File: config.mk
export PLATFORM = sky130hd
export DESIGN_NAME = seven_segment_counter_mux
export DESIGN_NICKNAME = d
export VERILOG_FILES = /design/src/rtl/seven_segment_counter_mux.sv
export SDC_FILE = /design/constraint.sdc
export NUM_CORES = 1
export LEC_CHECK = 0
export ABC_CLOCK_PERIOD_IN_PS = 3300
export BUFFER_PORTS_ARGS = -buffer_cell sky130_fd_sc_hd__buf_2
export CORE_UTILIZATION = 50
export CTS_CLUSTER_DIAMETER = 200
export DETAILED_ROUTE_END_ITERATION = 7
export PLACE_DENSITY = 0.76
export SLEW_MARGIN = 20
export SYNTH_ARGS = -nofsm -noshare
export SYNTH_HDL_FRONTEND = slang
export SYNTH_SLANG_ARGS = --single-unit
File: constraint.sdc
create_clock -name clk -period 3.3 [get_ports clk]
set_input_delay 0.165 -clock clk [delete_from_list [all_inputs] [get_ports clk]]
set_output_delay 0.165 -clock clk [all_outputs]
set_load 0.02 [all_outputs]
File: src/rtl/seven_segment_counter_mux.sv
// rtl/seven_segment_counter_mux.sv - multi-digit BCD seconds counter with multiplexed seven-segment drive
// Optional leading-zero blanking when SEG_ZERO_BLANK_EN is defined.
module seven_segment_counter_mux #(
    parameter int          DIGITS   = 4,
    parameter logic [23:0] PRESCALE = 24'd10_000_000,
    parameter int          SCAN_DIV = 10_000
) (
    input  logic                  clk,
    input  logic                  reset,
    input  logic                  en,
    input  logic                  up_dn,
    input  logic                  load,
    input  logic [4*DIGITS-1:0]   load_val,
    input  logic [7:0]            cmp_in,
    output logic [6:0]            segments,
    output logic                  dp,
    output logic [DIGITS-1:0]     digit_sel,
    output logic [4*DIGITS-1:0]   bcd,
    output logic                  tick,
    output logic                  wrap
);

    localparam int IDX_W  = (DIGITS > 1) ? $clog2(DIGITS) : 1;
    localparam int SCAN_W = $clog2(SCAN_DIV);
    localparam logic [SCAN_W-1:0] SCAN_LAST = SCAN_W'(SCAN_DIV - 1);
    localparam logic [IDX_W-1:0]  IDX_LAST  = IDX_W'(DIGITS - 1);

    logic [23:0]          pre;
    logic [23:0]          compare;
    logic                 pre_last;
    logic [4*DIGITS-1:0]  bcd_step;
    logic [4*DIGITS-1:0]  load_sat;
    logic                 step_wrap;
    logic                 carry;

    logic [SCAN_W-1:0]    scan_cnt;
    logic [IDX_W-1:0]     idx;
    logic [IDX_W-1:0]     next_idx;
    logic [3:0]           sel_digit;
    logic                 blank;
    logic [6:0]           seg_next;
    logic                 dp_next;

    function automatic logic [6:0] decode_digit(input logic [3:0] d);
        case (d)
            4'd0:    decode_digit = 7'h3F;
            4'd1:    decode_digit = 7'h06;
            4'd2:    decode_digit = 7'h5B;
            4'd3:    decode_digit = 7'h4F;
            4'd4:    decode_digit = 7'h66;
            4'd5:    decode_digit = 7'h6D;
            4'd6:    decode_digit = 7'h7D;
            4'd7:    decode_digit = 7'h07;
            4'd8:    decode_digit = 7'h7F;
            4'd9:    decode_digit = 7'h6F;
            default: decode_digit = 7'h00;
        endcase
    endfunction

    assign compare  = (cmp_in == 8'd0) ? PRESCALE : {6'b0, cmp_in, 10'b0};
    // >= so that shrinking cmp_in mid-period ticks on the very next edge
    assign pre_last = (pre >= compare - 24'd1);

    // Ripple carry/borrow across digits; a carry out of the top digit is a wrap
    always_comb begin
        bcd_step = bcd;
        carry    = 1'b1;
        load_sat = '0;
        for (int i = 0; i < DIGITS; i++) begin
            if (carry) begin
                if (up_dn) begin
                    if (bcd[4*i +: 4] == 4'd9) begin
                        bcd_step[4*i +: 4] = 4'd0;
                    end else begin
                        bcd_step[4*i +: 4] = bcd[4*i +: 4] + 4'd1;
                        carry = 1'b0;
                    end
                end else begin
                    if (bcd[4*i +: 4] == 4'd0) begin
                        bcd_step[4*i +: 4] = 4'd9;
                    end else begin
                        bcd_step[4*i +: 4] = bcd[4*i +: 4] - 4'd1;
                        carry = 1'b0;
                    end
                end
            end
            load_sat[4*i +: 4] = (load_val[4*i +: 4] > 4'd9) ? 4'd9 : load_val[4*i +: 4];
        end
        step_wrap = carry;
    end

    always_ff @(posedge clk) begin
        if (reset) begin
            pre  <= '0;
            bcd  <= '0;
            tick <= 1'b0;
            wrap <= 1'b0;
        end else begin
            tick <= 1'b0;
            wrap <= 1'b0;
            if (load) begin
                bcd <= load_sat;
                pre <= '0;
            end else if (en) begin
                if (pre_last) begin
                    pre  <= '0;
                    tick <= 1'b1;
                    wrap <= step_wrap;
                    bcd  <= bcd_step;
                end else begin
                    pre <= pre + 24'd1;
                end
            end
        end
    end

    // Display registers are loaded from next_idx so digit_sel, segments and dp move together
    always_comb begin
        next_idx = idx;
        if (scan_cnt == SCAN_LAST) begin
            next_idx = (idx == IDX_LAST) ? '0 : idx + 1'b1;
        end
        sel_digit = bcd[4*next_idx +: 4];
`ifdef SEG_ZERO_BLANK_EN
        blank = (next_idx != '0);
        for (int i = 0; i < DIGITS; i++) begin
            if ((i >= int'(next_idx)) && (bcd[4*i +: 4] != 4'd0)) begin
                blank = 1'b0;
            end
        end
`else
        blank = 1'b0;
`endif
        seg_next = blank ? 7'h00 : decode_digit(sel_digit);
        dp_next  = (next_idx == '0) && (pre < (compare >> 1));
    end

    always_ff @(posedge clk) begin
        if (reset) begin
            scan_cnt  <= '0;
            idx       <= '0;
            digit_sel <= DIGITS'(1);
            segments  <= 7'h3F;
            dp        <= 1'b0;
        end else begin
            scan_cnt  <= (scan_cnt == SCAN_LAST) ? '0 : scan_cnt + 1'b1;
            idx       <= next_idx;
            digit_sel <= DIGITS'(1) << next_idx;
            segments  <= seg_next;
            dp        <= dp_next;
        end
    end

endmodule

# Yosys cells after proc, flatten, opt, wreduce, memory -nomap -nowiden

Memories as Yosys holds them, arrays and structs flattened. A register that Yosys moved wholly into a read port is not among the register bits.
Cells that the tools add are included.

Bits in registers: 63
Memory bits (read-only): 112
Input port bits: 29
Output and inout bits: 30
Word-level logic and storage cells: 102
Memories: 1

Memories:

| name            | words | width | read ports | clocked after memory_dff | wr ports | line | text |
|---|---|---|---|---|---|---|---|
| (no name shown) | 16    | 7     | 1          | 1                        | 0        | 45   | `case (d)` |

Add/subtract/negate cells: 12
Magnitude comparators: 6
Eq/ne operators: 6
Shift operators: 2
Mux-type cells: 41
Bitwise gates (word level): 3
Reductions and logical operators: 20

Operators by type and width:

| kind                  | count |
|---|---|
| $mux 4                | 19 |
| $mux 16               | 3 |
| $mux 24               | 2 |
| $add 24x1->24 const B | 1 |
| $ge 24x24->1          | 1 |
| $lt 24x23->1          | 1 |
| $sub 24x1->24 const B | 1 |
| $add 4x1->4 const B   | 4 |
| $eq 4x4->1 const B    | 4 |
| $gt 4x4->1 const B    | 4 |
| $logic_not 4->1       | 4 |
| $shiftx 16x5->4       | 1 |
| $sub 4x1->4 const B   | 4 |
| $mux 1                | 15 |
| $add 14x1->14 const B | 1 |
| $eq 14x14->1 const B  | 1 |
| $reduce_bool 2->1     | 5 |
| $reduce_and 3->1      | 3 |
| $logic_not 8->1       | 1 |
| $reduce_or 5->1       | 1 |
| $mux 2                | 2 |
| $reduce_or 2->1       | 2 |
| $shl 1x2->4 const A   | 1 |
| $not 1->1             | 3 |
| other kinds (6)       | 6 |

# Depth between registers and ports, before layout

Gate-level depths: netlist of run 1.

Depth after elaboration: 9
Gate-level depth with buffers: 15
Depth with buffers taken out: 14

# Worst setup path after synthesis of run 1

Ideal clock, no wire load.

Path type: input-to-reg
From: input cmp_in[1]
To: register bcd[6]
Library setup time: 0.136 ns
Data arrival time: 3.357 ns
Data required time: 3.164 ns
Setup slack: -0.193 ns
Cell stages on the path: 14
Buffers on the path: 0
Path through: or3_4 nand2b_4 or3_4 nor3_4 nor2_1 a21oi_1 ha_1 a211oi_1 o21bai_1 o311a_1 o2111ai_2 o22ai_1 a2111oi_0 a211oi_1

Word-level cells in the longest chain between the ends: 6

RTL lines:

| item                                   | line | text |
|---|---|---|
| start, declared                        | 14   | `input logic [7:0] cmp_in,` |
| $logic_not 8->1                        | 60   | `assign compare = (cmp_in == 8'd0) ? PRESCALE : {6'b0, cmp_in, 10'b0};` |
| $mux 24 (*)                            | 60   |  |
| $sub 24x1->24 (*)                      | 62   | `assign pre_last = (pre >= compare - 24'd1);` |
| $ge 24x24->1 (*)                       | 62   |  |
| $reduce_bool 2->1 (no source line) (*) | --   |  |
| $reduce_and 3->1 (no source line) (*)  | --   |  |
| end signal, assigned                   | 102  | `bcd <= load_sat;` |
| end signal, assigned                   | 109  | `bcd <= bcd_step;` |
| end, declared                          | 18   | `output logic [4*DIGITS-1:0] bcd,` |

Mark *: on every way between the ends. The rest lies on a longest branch, timed or not.
A chain may end at the register's enable or synchronous reset.

# Worst setup path after layout of run 1

Same ends and word-level chain as after synthesis.

==> metrics.txt, run 1 <==
CORE AREA=8850 um2; portion of total power attributed to the clock network=0.407; initial antenna violation count=0; slowest cell delay on critical path=0.42 ns; DRC marker count from the first detailed-route iteration=238; I/O pins=59; Worst-Skew Late Latency=0.36 ns; detailed-placement wirelength estimate=7870 um; maximum buffer depth of the clock tree=2; maximum clock frequency=302 MHz; cell seen most often among critical-path stages=a21oi_1; final core occ=0.616; Critical Path Source Type=primary input; largest family of logic cells by synthesized area=simple AND/OR/NAND/NOR gates; pwr dens=364 nW/um2; Die Footprint=9640 um2; reported leakage power=2.25 nW; non-filler instance count after layout=762; most frequent cells in the layout=nor2_1 (87), dfxtp_1 (70), buf_2 (58); CP cell instances=buf_2 > or3_4 > nand2b_4 > or3_4 > nor3_4 > buf_6 > nor3_1 > a21oi_1 > ha_1 > a21oi_1 > a21oi_1 > o311a_1 > buf_4 > o2111ai_4 > o22ai_1 > a2111oi_2 > a211oi_1; average cell area after synthesis=8.02 um2; critical path capture point type=flip-flop; overall fraction of global-route tracks in use=0.235; remaining global-route overflow=0; top flip-flop cell by instance count after synthesis=dfxtp_1; fraction of power spent switching nets=0.286; number of design rule violations left after detail routing=0; top cell type's share of synthesized area=0.303; Netlist Area Pre-Place=4630 um2; Max H-tree Level=3; total of endpoints with negative setup slack in the final report=1; synthesized instance count=577; final weighted congestion in routability-driven placement=0.893; total internal power=1.41 mW; Total Negative Setup Slacks=-0.0119 ns; Setup CP Type=in2reg; outcome=finished with violations; via count of the first global-routing pass=4032; total number of clock tree sinks=70; top area cells in the synthesized netlist=dfxtp_1 (30%), ha_1 (9.2%), nor2_1 (7.1%), xnor2_1 (4.5%), xor2_1 (4.4%); number of synthesis warnings=0; crit path max fanout=5; Cell variety after synth=66; Rel. slew slack=0.550; most frequent standard cell in the layout excluding fill and tap cells=nor2_1; complex-gate fraction of the synthesized area=0.164; part of the cycle the worst path needs=1.00; Net Sw Power=567 uW; slowest cell on the critical path=a2111oi_2; actual transition at the worst max-transition pin=0.676 ns; RSZ-0062 raised after global routing=yes; Logic pwr share=0.134; final net count=712; area grow syn2layout=17.8%; share of synthesized area spent on multiplexers=0.0511; initial core utilization=0.523; clk root buf=clkbuf_8; Worst Setup Slack post-DPL=-0.387 ns; die span in x=98.2 um; post-synthesis adder-cell area fraction=0.0966; largest net degree at the start of global routing=34; Setup Skew=0.0166 ns; number of maximum-capacitance violations=0; required time reported for the critical path endpoint=3.51 ns; clock buffers created by TritonCTS=9; Placed Cells incl. Taps=745; aggregate routed wire length=11000 um; final setup margin=-0.0119 ns; via count of the routed design=4375; failing checks=setup timing; Antenna diodes=0; first-pass GRT wire length=18500 um; number of placement rows=34; hold crit path type=in2reg; Design Power=1.98 mW; Synth Register Bits=70; area fraction in and, or, nand and nor cells after synthesis=0.251; final count of hold timing violations=0; Wirelength per Cell=14.5 um; maximum vdd ir drop=0.208 mV; number of nets with antenna violations after routing=0; floorplan die height=98.2 um; share of synthesized flip-flops with an asynchronous set or reset=0; clock transition at the registers of the reported paths=0.09 ns; count of flip-flops with a built-in enable after synthesis=0; I/O Buffers=58; xor/xnor cell area share of the yosys netlist=0.0890; number of buffer and inverter stages on the critical path=3; Detailed Routing Iterations Pass 1=7; fraction of layout instances using a drive strength above 1=0.205; register area share after synthesis=0.303; Worst Path Arrival=3.52 ns; final slew viol count=0; largest area contributor in the netlist=dfxtp_1; shortest clock period the worst path allows after layout=3.31 ns; clock tree from TritonCTS=yes; post-DR vias/cell=5.74; fraction of power consumed by sequential logic=0.459; cell family with the largest share of critical-path delay=compound AO/OA/AOI/OAI gates
worst reg2reg max path: cells and delay by family, from the launching register on:
family,cells,cell delay [ns]
DFF,1,0.38
buffers and inverters,1,0.15
AOI/OAI and AO/OA,3,0.69
and+or+nand+nor,3,0.55
muxes,2,0.63
adders and majority gates,2,0.54
power groups by stage:
| stage | Clock, mW | Sequential, mW | Combinational [mW] |
|---|---|---|---|
| floorplan | 0 | 0.926 | 0.179 |
| global placement | 0 | 0.927 | 0.252 |
| detailed placement | 0 | 0.928 | 0.261 |
| CTS | 0.827 | 0.909 | 0.263 |
| global route | 0.851 | 0.916 | 0.295 |
| finish | 0.806 | 0.910 | 0.266 |
worst paths after layout:
| path | end | slack (ns) | startpoint | depth (start not counted) |
|---|---|---|---|---|
| worst max-delay path | bcd[6] | -0.01 | cmp_in[1] | 17 |
| worst min-delay path | bcd[13] | 0.05 | load_val[13] | 3 |
| worst max register to register | segments[3] | 0.31 | scan_cnt[0] | 11 |
| worst min register to register | scan_cnt[0] | 0.48 | scan_cnt[0] | 1 |
per-layer routing:
layer / GRT usage / part of all wire / routed length, um
met1: 0.306 / 0.46 / 5070
met2: 0.392 / 0.48 / 5260
met5: 0 / 0 / 0
met3: 0.0465 / 0.053 / 583
met4: 0.0712 / 0.011 / 119
flip-flops by register name (all words and copies together), names as in the netlist:
name,flops
pre,24
digit_sel,4
bcd,16
segments,7
tick,1
wrap,1
idx,2
scan_cnt,14
dp,1
cell type report:
class / count / area (um2)
Inverter: 22 / 82.6
Clock buffer: 9 / 124
Tap cell: 108 / 135
Fill cell: 799 / 3400
Clock inverter: 7 / 105
Timing Repair Buffer: 91 / 542
Sequential cell: 70 / 1400
Multi-Input combinational cell: 455 / 3060
cells in the mapped netlist, types with 4 or more instances:
master and instances:
nor2_1 87, dfxtp_1 70, nand2_1 40, ha_1 34, o21ai_0 31, a21oi_1 26, clkbuf_1 26, nor3_1 24
xnor2_1 24, xor2_1 23, inv_1 21, nand3_1 18, nand4_1 13, a31oi_1 10, mux2i_1 9, o21a_1 8
and3_1 7, or3_1 7, nand2b_1 6, a211oi_1 5, a21o_1 5, nand3b_1 5, o22ai_1 5, buf_1 4
mux4_2 4, nor2b_1 4
stage by stage:
stage | hold slack, ns | cell area, um2
finish | 0.0501 | 5450
global route | 0.0663 | 5450
CTS | 0.0337 | 5420
detailed placement | 0.424 | 5190
global placement | 0.418 | 5190
floorplan | 0.301 | 4650
kinds of logic after synthesis:
kind of cell	Yosys count
AOI/OAI and AO/OA	118
xor gates and xnor gates	47
adders and majority gates	36
buffers and inverters	54
DFF	70
muxes	17
other	1
and+or+nand+nor	234
repair_timing:
action | CTS | global route
resized for setup | 0 | 5
endpoints found under the setup margin | 1 | 7
pin swaps | 1 | 5
hold buffers | 0 | 0
hold endpoints to repair | 0 | 0
buffers inserted | 0 | 1
Note: power is estimated with default switching activity, not from simulation.
==> run 2: changes to the inputs <==
Settings changed: ABC_CLOCK_PERIOD_IN_PS 3300 to 3500, PLACE_DENSITY 0.76 to 0.73.
Clock period 3.3 ns to 3.5 ns, I/O delays scaled along.
==> metrics.txt, run 2 (synthesized netlist as in run 1, its figures left out) <==
Detailed Routing Iterations Pass 1=7 (unchanged); Setup Skew=0.00979 ns (-0.00679 ns); DR WL met3=536 um (-8.1%); detailed-placement wirelength estimate=7780 um (-1.2%); initial core utilization=0.523 (unchanged); part of the cycle the worst path needs=0.943; top sig layer=met4; largest register by flop count=pre; clock buffers created by TritonCTS=9 (unchanged); Worst Path Arrival=3.52 ns (about the same); first-pass GRT wire length=18500 um (+0.11%); final slew viol count=0 (unchanged); hold crit path type=in2reg; clk root buf=clkbuf_8; number of placement rows=34 (unchanged); endpoint of the worst-slack reg-to-reg timing path=segments[6]; die span in x=98.2 um (unchanged); reported leakage power=2.21 nW (-1.8%); largest net degree at the start of global routing=39 (+15%); remaining global-route overflow=0 (unchanged); Wirelength per Cell=14.5 um (+0.31%); Hold Startpoint=load_val[5]; Routed met1 length=4990 um (-1.6%); hold path endpoint=bcd[5]; actual transition at the worst max-transition pin=0.684 ns (+0.00843 ns); Rel. slew slack=0.544 (-0.00562); Antenna diodes=0 (unchanged); I/O Buffers=58 (unchanged); reg2reg path depth=11 (unchanged); Setup CP Type=in2reg; final count of hold timing violations=0 (unchanged); initial antenna violation count=0 (unchanged); post-DR vias/cell=5.74 (-0.11%); CORE AREA=8850 um2 (unchanged); Hold-fix buffers, CTS=0 (unchanged); RSZ-0062 raised after global routing=no; required time reported for the critical path endpoint=3.71 ns (+0.20 ns); number of maximum-capacitance violations=0 (unchanged); most frequent cells in the layout=nor2_1 (87), dfxtp_1 (70), buf_2 (58); outcome=finished with violations; overall fraction of global-route tracks in use=0.232 (-0.00270); crit path max fanout=6 (+1); clock transition at the registers of the reported paths=0.08 ns (about the same); floorplan die height=98.2 um (unchanged); detailed route wirelength on metal2=5240 um (-0.53%); most frequent standard cell in the layout excluding fill and tap cells=nor2_1; Largest regs=pre (24), bcd (16), scan_cnt (14); Worst R2R Setup Slack=0.38 ns (+0.07 ns); number of flip-flops in the largest register=24 (unchanged); maximum vdd ir drop=0.206 mV (-0.74%); DRC marker count from the first detailed-route iteration=193 (-19%); via count of the routed design=4330 (-1.0%); Critical Path Source Type=primary input; via count of the first global-routing pass=4055 (+0.57%); clock tree from TritonCTS=yes; instance area after placement=5130 um2 (-1.2%); failing checks=DRC; Worst-Skew Late Latency=0.36 ns (about the same); maximum clock frequency=303 MHz; area grow syn2layout=15.9%; number of design rule violations left after detail routing=1 (+1); worst flop-to-flop path startpoint=scan_cnt[0]; final net count=705 (-0.98%); aggregate routed wire length=11000 um (-0.61%); shortest clock period the worst path allows after layout=3.30 ns; total non-filler cell area in the finished layout=5360 um2 (-1.6%); I/O pins=59 (unchanged); final core occ=0.606 (-0.0100); total of endpoints with negative setup slack in the final report=0 (-1); pwr dens=334 nW/um2 (-8.1%); number of nets with antenna violations after routing=0 (unchanged); final weighted congestion in routability-driven placement=0.880 (-1.5%); maximum buffer depth of the clock tree=2 (unchanged); total number of clock tree sinks=70 (unchanged); critical path capture point type=flip-flop; fraction of layout instances using a drive strength above 1=0.190 (-0.0148); WHS Path Cells=3 (unchanged); Max H-tree Level=3 (unchanged); Die Footprint=9640 um2 (unchanged)
-- run 2: cell count changes in the layout (fill, tap and decap cells not counted), sizes merged --
cell	before	now
buf	91	84
bufinv	2	1
clkbuf	9	10
clkinv	2	3
clkinvlp	1	0
-- run 2: power breakdown --
| group | switching, mW | internal (mW) |
|---|---|---|
| Combinational | 0.141 | 0.104 |
| Clock | 0.348 | 0.336 |
| Sequential | 0.0446 | 0.818 |
-- run 2: metrics by stage --
step | hold WS, ns | std cells | setup TNS (ns) | setup WS (ns) | total power, mW
floorplan | 0.311 | 579 | 0 | 0.0194 | 1.04
global placement | 0.433 | 736 | -0.281 | -0.113 | 1.11
detailed placement | 0.436 | 736 | -1.79 | -0.210 | 1.12
CTS | 0.0574 | 752 | 0 | 0.169 | 1.80
global route | 0.0678 | 755 | 0 | 0.0508 | 1.88
finish | 0.0644 | 755 | 0 | 0.198 | 1.79
-- run 2: critical path, cell delays in order --
cell and delay, ns:
buf_2 0.11, or3_4 0.38, nand2b_4 0.15, or3_4 0.35, nor3_4 0.18, buf_4 0.17
nor3_1 0.05, a21oi_1 0.11, ha_1 0.28, a21oi_1 0.16, a21oi_1 0.08, o311a_1 0.44
o2111ai_4 0.27, o22ai_1 0.13, a2111oi_1 0.40, a211oi_1 0.09
-- run 2: how the worst max path moves through the flow --
stage,from,to
final,cmp_in[1],bcd[6]
after global routing,cmp_in[1],bcd[6]
after CTS,cmp_in[1],bcd[6]
after detailed placement,cmp_in[1],bcd[6]
after global placement,cmp_in[1],bcd[6]
after floorplan,cmp_in[1],bcd[6]
-- run 2: layout make-up --
cell class	count	area (um2)
Sequential cell	70	1400
Timing Repair Buffer	84	498
Multi-Input combinational cell	455	3050
Inverter	22	82.6
Fill cell	789	3490
Tap cell	108	135
Clock inverter	6	70.1
Clock buffer	10	128
-- run 2: what timing repair did --
action                     4_1_cts  5_1_grt
gates resized for setup          0        2
setup endpoints to repair        0        3
buffers inserted                 0        3
-- run 2: metal layers --
layer  up-vias  track usage
met1      2027        0.297
met2       115        0.395
met3        20       0.0437
li1       2168            -
met4         0       0.0723
met5         -            0
==> run 3: changes to the inputs <==
==> constraint.sdc (replaced) <==
create_clock -name clk -period 3.5 [get_ports clk]
set_input_delay 0.35 -clock clk [delete_from_list [all_inputs] [get_ports clk]]
set_output_delay 0.35 -clock clk [all_outputs]
set_load 0.02 [all_outputs]
==> metrics.txt, run 3 (synthesized netlist as in run 1, its figures left out) <==
outcome=finished, final reports clean; Setup Skew=0.00711 ns (-0.00268 ns); number of maximum-capacitance violations=0 (unchanged); Largest regs=pre (24), bcd (16), scan_cnt (14); required time reported for the critical path endpoint=3.71 ns (about the same); actual transition at the worst max-transition pin=0.679 ns (-0.00499 ns); clock transition at the registers of the reported paths=0.08 ns (about the same); number of placement rows=34 (unchanged); Rel. slew slack=0.547 (+0.00333); pwr dens=343 nW/um2 (+2.6%); worst setup path startpoint=cmp_in[1]; part of the cycle the worst path needs=0.960 (+0.0161); I/O Buffers=58 (unchanged); Wirelength per Cell=14.4 um (-1.2%); Worst R2R Setup Slack=0.38 ns (about the same); Critical Path Source Type=primary input; largest register by flop count=pre; first-pass GRT wire length=18800 um (+1.4%); final count of hold timing violations=0 (unchanged); portion of total power attributed to the clock network=0.408 (+0.026); final net count=707 (+0.28%); remaining global-route overflow=0 (unchanged); I/O pins=59 (unchanged); Sequential cell area=1400 um2 (unchanged); DRC marker count from the first detailed-route iteration=176 (-8.8%); clk root buf=clkbuf_8; number of design rule violations left after detail routing=0 (-1); area grow syn2layout=17.9%; maximum clock frequency=298 MHz (-1.7%); Logic pwr share=0.132 (-0.005); crit path max fanout=6 (unchanged); fraction of power consumed by sequential logic=0.461 (-0.020); via count of the routed design=4334 (+0.092%); Worst Setup Slack post-DPL=-0.480 ns (-0.270 ns); overall fraction of global-route tracks in use=0.236 (+0.00372); initial antenna violation count=0 (unchanged); via count of the first global-routing pass=4189 (+3.3%); worst-case hold slack=0.249 ns (+0.184 ns); maximum vdd ir drop=0.179 mV (-13%); Setup CP Type=in2reg; Detailed Routing Iterations Pass 1=7 (unchanged); fraction of layout instances using a drive strength above 1=0.205 (+0.0148); final core occ=0.616 (+0.0102); Worst-Skew Late Latency=0.35 ns (about the same); reg2reg path depth=11 (unchanged); total number of clock tree sinks=70 (unchanged); initial core utilization=0.523 (unchanged); shortest clock period the worst path allows after layout=3.36 ns (+0.0563 ns); total of endpoints with negative setup slack in the final report=0 (unchanged); endpoint of the worst-slack reg-to-reg timing path=segments[3]; detailed-placement wirelength estimate=7680 um (-1.3%); Max H-tree Level=3 (unchanged); most frequent cells in the layout=nor2_1 (86), dfxtp_1 (70), buf_2 (58); die span in x=98.2 um (unchanged); final slew viol count=0 (unchanged); largest net degree at the start of global routing=39 (unchanged); multi-input gate area in the final layout=3100 um2 (+1.6%); Net Sw Power=535 uW (+0.17%); post-DR vias/cell=5.73 (-0.17%); fraction of power spent switching nets=0.286 (-0.0119); clock buffers created by TritonCTS=9 (unchanged); most frequent standard cell in the layout excluding fill and tap cells=nor2_1; CORE AREA=8850 um2 (unchanged); reported leakage power=2.23 nW (+0.93%); total internal power=1.33 mW (+6.1%); final setup margin=0.142 ns (-0.0563 ns); critical path capture point type=flip-flop; clock tree from TritonCTS=yes; Layout fillers=784 (-0.63%); hold crit path type=in2reg; Die Footprint=9640 um2 (unchanged); capture point of the critical path=bcd[6]; floorplan die height=98.2 um (unchanged); instance area after placement=5150 um2 (+0.29%); number of flip-flops in the largest register=24 (unchanged); worst flop-to-flop path startpoint=scan_cnt[0]; final weighted congestion in routability-driven placement=0.815 (-7.4%); aggregate routed wire length=10900 um (-0.94%); maximum buffer depth of the clock tree=2 (unchanged); Antenna diodes=0 (unchanged); total non-filler cell area in the finished layout=5450 um2 (+1.7%); number of nets with antenna violations after routing=0 (unchanged); Worst Path Arrival=3.56 ns (+0.04 ns)
-- run 3: cell count changes in the layout (fill, tap and decap cells not counted), sizes merged --
cell / before / now
buf: 84 / 86
bufinv: 1 / 2
clkbuf: 10 / 9
clkinv: 3 / 1
clkinvlp: 0 / 1
inv: 24 / 25
-- run 3: how the worst min path moves through the flow --
| stage | slack (ns) | depth (start not counted) | endpoint | start |
|---|---|---|---|---|
| 3_3_place_gp | 0.44 | 1 | scan_cnt[0] | scan_cnt[0] |
| 6_report | 0.25 | 3 | bcd[13] | load_val[13] |
| 2_1_floorplan | 0.43 | 1 | scan_cnt[0] | scan_cnt[0] |
| 5_1_grt | 0.26 | 3 | bcd[1] | load_val[1] |
| 4_1_cts | 0.23 | 3 | bcd[13] | load_val[13] |
| 3_5_place_dp | 0.46 | 1 | scan_cnt[0] | scan_cnt[0] |
-- run 3: area by class of cell --
| class | instances | area share |
|---|---|---|
| timing repair buffer | 86 | 0.0932 |
| clock buffer | 9 | 0.0227 |
| multi-input combinational | 455 | 0.568 |
| sequential | 70 | 0.257 |
| tap | 108 | 0.0248 |
| clock inverter | 7 | 0.0193 |
| inverter | 22 | 0.0151 |
-- run 3: power groups by stage --
stage	Clock, mW	Sequential, mW	Combinational, mW
2_1_floorplan	0	0.873	0.168
3_5_place_dp	0	0.878	0.241
3_3_place_gp	0	0.877	0.233
4_1_cts	0.780	0.859	0.244
5_1_grt	0.819	0.866	0.275
6_report	0.762	0.861	0.246
-- run 3: through the flow --
step                cells  total power [mW]  setup TNS [ns]
global route          757              1.96         -0.0441
finish                757              1.87               0
global placement      739              1.11           -3.56
floorplan             579              1.04          -0.307
CTS                   757              1.88               0
detailed placement    739              1.12           -8.41
-- run 3: worst max-delay path, cell delays in order --
cell       delay [ns]
buf_2            0.10
or3_4            0.38
nand2b_4         0.15
or3_4            0.34
nor3_4           0.15
buf_6            0.15
inv_1            0.07
ha_1             0.29
nand4b_1         0.18
nor3_1           0.20
o311a_1          0.25
buf_6            0.15
o2111ai_4        0.17
o21a_1           0.22
a2111oi_2        0.33
a211oi_1         0.07
-- run 3: layer usage --
layer | GRT usage | routed length, um
met1 | 0.286 | 4770
met2 | 0.408 | 5370
met3 | 0.0401 | 486
met4 | 0.106 | 237
met5 | 0 | 0
-- run 3: timing repair --
item,4_1_cts,5_1_grt
buffers inserted,2,1
hold buffers,0,0
cloned,0,0
endpoints found under the setup margin,5,9
resized for setup,3,8
pin swaps,6,9
